==> config.mk <==
export PLATFORM = sky130hd
export DESIGN_NAME = pcie_msi_resp
export DESIGN_NICKNAME = d
export VERILOG_FILES = /design/src/rtl/pcie_msi_pkg.sv /design/src/rtl/pcie_msi_pend_arb.sv /design/src/rtl/pcie_msi_resp.sv
export SDC_FILE = /design/constraint.sdc
export NUM_CORES = 1
export LEC_CHECK = 0
export ABC_AREA = 1
export CAP_MARGIN = 15
export CELL_PAD_IN_SITES_DETAIL_PLACEMENT = 0
export CELL_PAD_IN_SITES_GLOBAL_PLACEMENT = 1
export CORE_MARGIN = 4
export CORE_UTILIZATION = 25
export CTS_BUF_LIST = sky130_fd_sc_hd__clkbuf_16
export DETAILED_ROUTE_END_ITERATION = 8
export PLACE_DENSITY = 0.69
export SETUP_SLACK_MARGIN = 0.5
export SYNTH_ARGS = -nofsm -noshare
export SYNTH_HDL_FRONTEND = slang
export SYNTH_HIERARCHICAL = 1
export SYNTH_SLANG_ARGS = --single-unit
==> constraint.sdc <==
create_clock -name clk -period 8.1 [get_ports clk]
set_clock_uncertainty 0.1 [all_clocks]
set_input_delay 0.81 -clock clk [delete_from_list [all_inputs] [get_ports clk]]
set_output_delay 0.81 -clock clk [all_outputs]
set_load 0.005 [all_outputs]
==> src/rtl/pcie_msi_pkg.sv <==
// Shared widths, FSM state type and message-data merge helper for the MSI responder.
package pcie_msi_pkg;

  localparam int MSI_VEC_W   = 5;
  localparam int MSI_NVEC    = 32;
  localparam int MSI_MME_MAX = 5;

  typedef enum logic [1:0] {
    IDLE = 2'd0,
    EMIT = 2'd1,
    ACK  = 2'd2
  } msi_resp_state_t;

  // Clamp multiple-message-enable to the number of vector bits we actually have.
  function automatic logic [2:0] msi_eff_mme(input logic [2:0] mme);
    return (mme > 3'(MSI_MME_MAX)) ? 3'(MSI_MME_MAX) : mme;
  endfunction

  function automatic logic [MSI_VEC_W-1:0] msi_vec_mask(input logic [2:0] m);
    logic [MSI_VEC_W:0] full;
    full = ((MSI_VEC_W+1)'(1) << m) - (MSI_VEC_W+1)'(1);
    return full[MSI_VEC_W-1:0];
  endfunction

  // Low m bits of the message data carry the vector; upper bits come from the base.
  function automatic logic [31:0] msi_merge_data(input logic [15:0] base,
                                                 input logic [2:0] m,
                                                 input logic [MSI_VEC_W-1:0] v);
    logic [15:0] low_mask;
    low_mask = (16'd1 << m) - 16'd1;
    return {16'h0000, (base & ~low_mask) | ({11'd0, v} & low_mask)};
  endfunction

endpackage

==> src/rtl/pcie_msi_pend_arb.sv <==
// Per-vector MSI pending register with a lowest-index picker over unmasked pending bits.
module pcie_msi_pend_arb
  import pcie_msi_pkg::*;
(
  input  logic                 clk,
  input  logic                 rst,
  input  logic                 set_en,
  input  logic [MSI_VEC_W-1:0] set_idx,
  input  logic                 clr_en,
  input  logic [MSI_VEC_W-1:0] clr_idx,
  input  logic [MSI_NVEC-1:0]  mask,
  output logic [MSI_NVEC-1:0]  pending,
  output logic                 any,
  output logic [MSI_VEC_W-1:0] idx
);

  logic [MSI_NVEC-1:0] pending_reg;
  logic [MSI_NVEC-1:0] pending_next;
  logic [MSI_NVEC-1:0] set_dec;
  logic [MSI_NVEC-1:0] clr_dec;
  logic [MSI_NVEC-1:0] eligible;

  for (genvar gi = 0; gi < MSI_NVEC; gi++) begin : g_dec
    assign set_dec[gi] = set_en && (set_idx == MSI_VEC_W'(gi));
    assign clr_dec[gi] = clr_en && (clr_idx == MSI_VEC_W'(gi));
  end

  assign pending_next = (pending_reg | set_dec) & ~clr_dec;

  always_ff @(posedge clk or posedge rst) begin
    if (rst) begin
      pending_reg <= '0;
    end else begin
      pending_reg <= pending_next;
    end
  end

  assign pending  = pending_reg;
  assign eligible = pending_reg & ~mask;
  assign any      = |eligible;

  // Scan from the top so the lowest set index is the last (winning) assignment.
  always_comb begin
    idx = '0;
    for (int i = MSI_NVEC - 1; i >= 0; i--) begin
      if (eligible[i]) idx = MSI_VEC_W'(i);
    end
  end

endmodule

==> src/rtl/pcie_msi_resp.sv <==
// MSI responder: request/ack handshake, capability masking, pending replay and descriptor output.
// Optional counters stat_sent/stat_dropped are built when PCIE_MSI_RESP_STATS_EN is defined.
module pcie_msi_resp
  import pcie_msi_pkg::*;
(
  input  logic                 clk,
  input  logic                 reset,
  input  logic                 app_msi_req,
  input  logic [MSI_VEC_W-1:0] app_msi_num,
  input  logic [2:0]           app_msi_tc,
  output logic                 app_msi_ack,
  input  logic                 msi_en,
  input  logic [2:0]           msi_mme,
  input  logic [63:0]          msi_addr,
  input  logic [15:0]          msi_data,
  input  logic [MSI_NVEC-1:0]  msi_mask,
  output logic [MSI_NVEC-1:0]  msi_pending,
  output logic                 msg_valid,
  input  logic                 msg_ready,
  output logic [63:0]          msg_addr,
  output logic [31:0]          msg_data,
  output logic [2:0]           msg_tc
`ifdef PCIE_MSI_RESP_STATS_EN
  ,
  output logic [31:0]          stat_sent,
  output logic [31:0]          stat_dropped
`endif
);

  msi_resp_state_t state_reg, state_next;

  logic                 ack_reg;
  logic                 valid_reg;
  logic [63:0]          addr_reg;
  logic [31:0]          data_reg;
  logic [2:0]           tc_reg;
  logic                 owed_reg;
  logic [MSI_VEC_W-1:0] vec_reg;

  logic [2:0]           m_eff;
  logic [MSI_VEC_W-1:0] req_vec;
  logic                 load;
  logic [MSI_VEC_W-1:0] ld_vec;
  logic [2:0]           ld_tc;
  logic                 set_en;
  logic                 clr_en;
  logic                 drop_evt;
  logic                 sent_evt;
  logic                 arb_any;
  logic [MSI_VEC_W-1:0] arb_idx;

  assign m_eff   = msi_eff_mme(msi_mme);
  assign req_vec = app_msi_num & msi_vec_mask(m_eff);

  pcie_msi_pend_arb u_pend_arb (
    .clk     (clk),
    .rst     (reset),
    .set_en  (set_en),
    .set_idx (req_vec),
    .clr_en  (clr_en),
    .clr_idx (vec_reg),
    .mask    (msi_mask),
    .pending (msi_pending),
    .any     (arb_any),
    .idx     (arb_idx)
  );

  always_comb begin
    state_next = state_reg;
    load       = 1'b0;
    set_en     = 1'b0;
    clr_en     = 1'b0;
    drop_evt   = 1'b0;
    sent_evt   = 1'b0;
    ld_vec     = arb_idx;
    ld_tc      = 3'd0;
    case (state_reg)
      IDLE: begin
        if (app_msi_req) begin
          ld_vec = req_vec;
          ld_tc  = app_msi_tc;
          if (!msi_en) begin
            drop_evt   = 1'b1;
            state_next = ACK;
          end else if (msi_mask[req_vec]) begin
            set_en     = 1'b1;
            state_next = ACK;
          end else begin
            load       = 1'b1;
            state_next = EMIT;
          end
        end else if (msi_en && arb_any) begin
          load       = 1'b1;
          state_next = EMIT;
        end
      end
      EMIT: begin
        if (msg_ready) begin
          sent_evt = 1'b1;
          if (owed_reg) begin
            state_next = ACK;
          end else begin
            clr_en     = 1'b1;
            state_next = IDLE;
          end
        end
      end
      ACK:     state_next = IDLE;
      default: state_next = IDLE;
    endcase
  end

  // Outputs are registered from the next state so they line up with the state they describe.
  always_ff @(posedge clk or posedge reset) begin
    if (reset) begin
      state_reg <= IDLE;
      ack_reg   <= 1'b0;
      valid_reg <= 1'b0;
      addr_reg  <= '0;
      data_reg  <= '0;
      tc_reg    <= '0;
      owed_reg  <= 1'b0;
      vec_reg   <= '0;
    end else begin
      state_reg <= state_next;
      ack_reg   <= (state_next == ACK);
      valid_reg <= (state_next == EMIT);
      if (load) begin
        addr_reg <= msi_addr;
        data_reg <= msi_merge_data(msi_data, m_eff, ld_vec);
        tc_reg   <= ld_tc;
        owed_reg <= app_msi_req;
        vec_reg  <= ld_vec;
      end
    end
  end

  assign app_msi_ack = ack_reg;
  assign msg_valid   = valid_reg;
  assign msg_addr    = addr_reg;
  assign msg_data    = data_reg;
  assign msg_tc      = tc_reg;

`ifdef PCIE_MSI_RESP_STATS_EN
  logic [31:0] sent_reg;
  logic [31:0] dropped_reg;

  always_ff @(posedge clk or posedge reset) begin
    if (reset) begin
      sent_reg    <= '0;
      dropped_reg <= '0;
    end else begin
      if (sent_evt) sent_reg <= sent_reg + 32'd1;
      if (drop_evt) dropped_reg <= dropped_reg + 32'd1;
    end
  end

  assign stat_sent    = sent_reg;
  assign stat_dropped = dropped_reg;
`else
  logic unused_evt;
  assign unused_evt = sent_evt ^ drop_evt;
`endif

endmodule

==> results.ini <==
[status]
outcome=finished clean

[final_layout]
syn_to_final_growth_pct=48.8
final_util_pct=37.7
nFillCells=2752
multi_input_area_um2=2870
final_layout_size_suffix_gt1_share_pct=5.00
final_nets=1236
largest_register_ffs=64
final-seq-area_um2=3130

[synth]
yosys.area_share.simple_pct=35.2
postSynthCellCount=877
yosysWarnings=6
synth_top_family_by_area=simple AND/OR/NAND/NOR gates
synth_ff_type=dfrtp_1
synth_top_area_share_pct=47.4
synthAdderAreaFrac_pct=0.379
ys_types=35
synth-compound-area-share_pct=6.36
yosys.area_share.xor_xnor_pct=0
ys_ff_latch=125
synthArstFlopShare_pct=100
synthMuxAreaShare_pct=0.341
yosysSeqAreaShare_pct=47.4
syn_area_um2=6610
yosys.area.top_type=dfrtp_1
synth_area_leaders=dfrtp_1, nand2_1, nand3_1, inv_1, nor2_1
synth-edff-count=0
avgSynthCellArea_um2=7.53

[timing]
rsz0062_at_grt=false
timing.fmax_ghz=0.225
whs_ns=0.407
setup_viol=0
final.setup.tns_ns=0
hold_violations=0
min_period_ns=4.44
finalCritPeriodShare_pct=54.8
layout_setup_ws_ns=3.66
maxSlewViolCount=0
tightestPinTransition_ns=1.04
slew_headroom_pct=30.4

[pwr]
power.leakage_nw=4.87
peakVddDrop_v=0.000124
power.switching_w=0.00111
pwr_density_cell_nw_per_um2=311
power.internal_w=0.00194
p_comb_share_pct=40.9
power.share.clock_pct=25.1
sequentialPowerShare_pct=34.0
switching_share_pct=36.4
power_w=0.00306

[die]
core_um2=26100
row_count=59
die_w_um=171
die_area_um2=29100
boundaryPins=261
start_util_pct=25.3
die_h_um=171

[clocking]
clkSinkCount=125
root_buffer=clkbuf_16
postCtsSetupBuffers=0
clk_pin_slew_ns=0.07
cts_hold_buf=0
cts_tree=done
cts_htree_levels=4
clockBufferDepth=2
cts_resized=0
numCtsBuffers=17
clk_latency_ns=0.42

[route]
wl_um=25200
via_per_inst=4.52
drtIter0Drc=427
vias=6575
wire_per_inst_um=17.3
firstDrtPassIters=4
drc=0
ant_nets=0

[critical_path]
required_ns=8.36
max_stage_delay_ns=0.75
critPathBufInv=4
worstPathMaxFanout=56
crit_type=input pin to flip-flop
crit_chain=clkdlybuf4s50_1 -> nor2_4 -> nand2_4 -> ha_1 -> inv_1 -> nand2_2 -> clkinv_1 -> nand3_1 -> nand3_1 -> nand3_1 -> nand3_1 -> nand2_1 -> nand3_4 -> nand2_2 -> buf_4 -> nand2_1 -> nand2_1
worst_path_dominant_cell_family=simple AND/OR/NAND/NOR gates
crit_arrival_ns=4.70
endpoint_kind=flip-flop
start_kind=input pin
crit_top_cell=nand3_1
r2r_start=u_pend_arb/pending[31]
critPathLaunch=msi_mme[2]
slowest_stage=nand2_2

[place]
gp_congestion=0.888
portBuffers=244
preCtsSetupSlack_ns=3.16
dp_hpwl_um=18400

[global_routing]
grt_pass1_wl_um=38100
antenna_found_initial=3
grt_max_degree=93
grt_pass1_vias=6626
grt-ovfl-total=0
grt.total_usage_pct=17.0

[job]
drv_cap=0

[min_path]
min-delay-start=msg_addr[32]
hold_class=flip-flop to flip-flop

final timing paths:
check | cells past startpoint | slack (ns) | end
hold / removal | 2 | 0.41 | msg_addr[32]
hold reg to reg | 2 | 0.41 | msg_addr[32]
setup reg to reg | 37 | 5.05 | msg_data[0]
min in group asynchronous | 2 | 0.76 | vec_reg[4]
setup / recovery | 17 | 3.66 | msg_addr[49]
max in group asynchronous | 3 | 6.06 | msg_addr[47]
synthesized netlist by cell type, drive strengths merged (5+ instances only):
cell / number
nand3: 129
nand3b: 8
nor4: 10
nand2: 318
a2bb2oi: 23
o21ai: 8
clkbuf: 8
nor3: 15
a21oi: 15
buf: 48
inv: 87
or2: 5
nor2: 56
dfrtp: 125
logic make-up after synthesis:
kind of cell	count (synthesis)
buf+inv	144
simple gates	542
compound gates	60
flops	125
other cells	2
mux	2
fa+ha+maj	2
power groups by stage:
stage | Combinational, W | Sequential (W) | Clock, W
3_3_place_gp | 0.00126 | 0.00105 | 0
2_1_floorplan | 0.000539 | 0.00104 | 0
5_1_grt | 0.00139 | 0.00107 | 0.000815
4_1_cts | 0.00127 | 0.00104 | 0.000791
3_5_place_dp | 0.00127 | 0.00104 | 0
6_report | 0.00125 | 0.00104 | 0.000767
metrics by stage:
step / instances / area, um^2
finish: 1455 / 9830
global route: 1455 / 9830
CTS: 1454 / 9820
detailed placement: 1422 / 9240
global placement: 1422 / 9240
floorplan: 893 / 6670
routing by layer:
metal  vias to the layer above  GRT usage [%]  part of all wire (%)
li1                       3231              -                     -
met1                      3080           22.1                    43
met2                       223           26.4                    46
met3                        37           5.66                   8.0
met4                         4           6.46                   2.5
met5                         -              0                  0.13
cell type report:
class | instances | area share [%]
Sequential cell | 125 | 31.8
Multi-Input combinational cell | 624 | 29.2
Timing Repair Buffer | 250 | 25.3
Clock buffer | 17 | 4.33
Tap cell | 335 | 4.27
Inverter | 88 | 3.39
Clock inverter | 15 | 1.67
Antenna cell | 1 | 0.0255
worst register-to-register path, delay by kind of cell (launching register included):
| kind | cells | cell delay (ns) |
|---|---|---|
| mux | 1 | 0.30 |
| buf+inv | 1 | 0.10 |
| simple gates | 33 | 1.86 |
| compound gates | 2 | 0.19 |
| flops | 1 | 0.41 |
cells in the final DEF (no fill, tap or decap), types with 3 or more instances in the layout:
master	instances
nor4_1	10
a31oi_1	4
buf_4	6
nor2_1	54
a21boi_0	4
o21ai_0	8
nor3_1	15
or2_2	5
inv_6	5
inv_1	85
a2bb2oi_1	23
dfrtp_1	125
nand2_1	314
conb_1	18
nand3_1	127
clkinv_8	3
inv_8	5
clkbuf_16	17
clkdlybuf4s50_1	244
nand3b_1	8
a21oi_1	14
(Power assumes the default switching activity.)
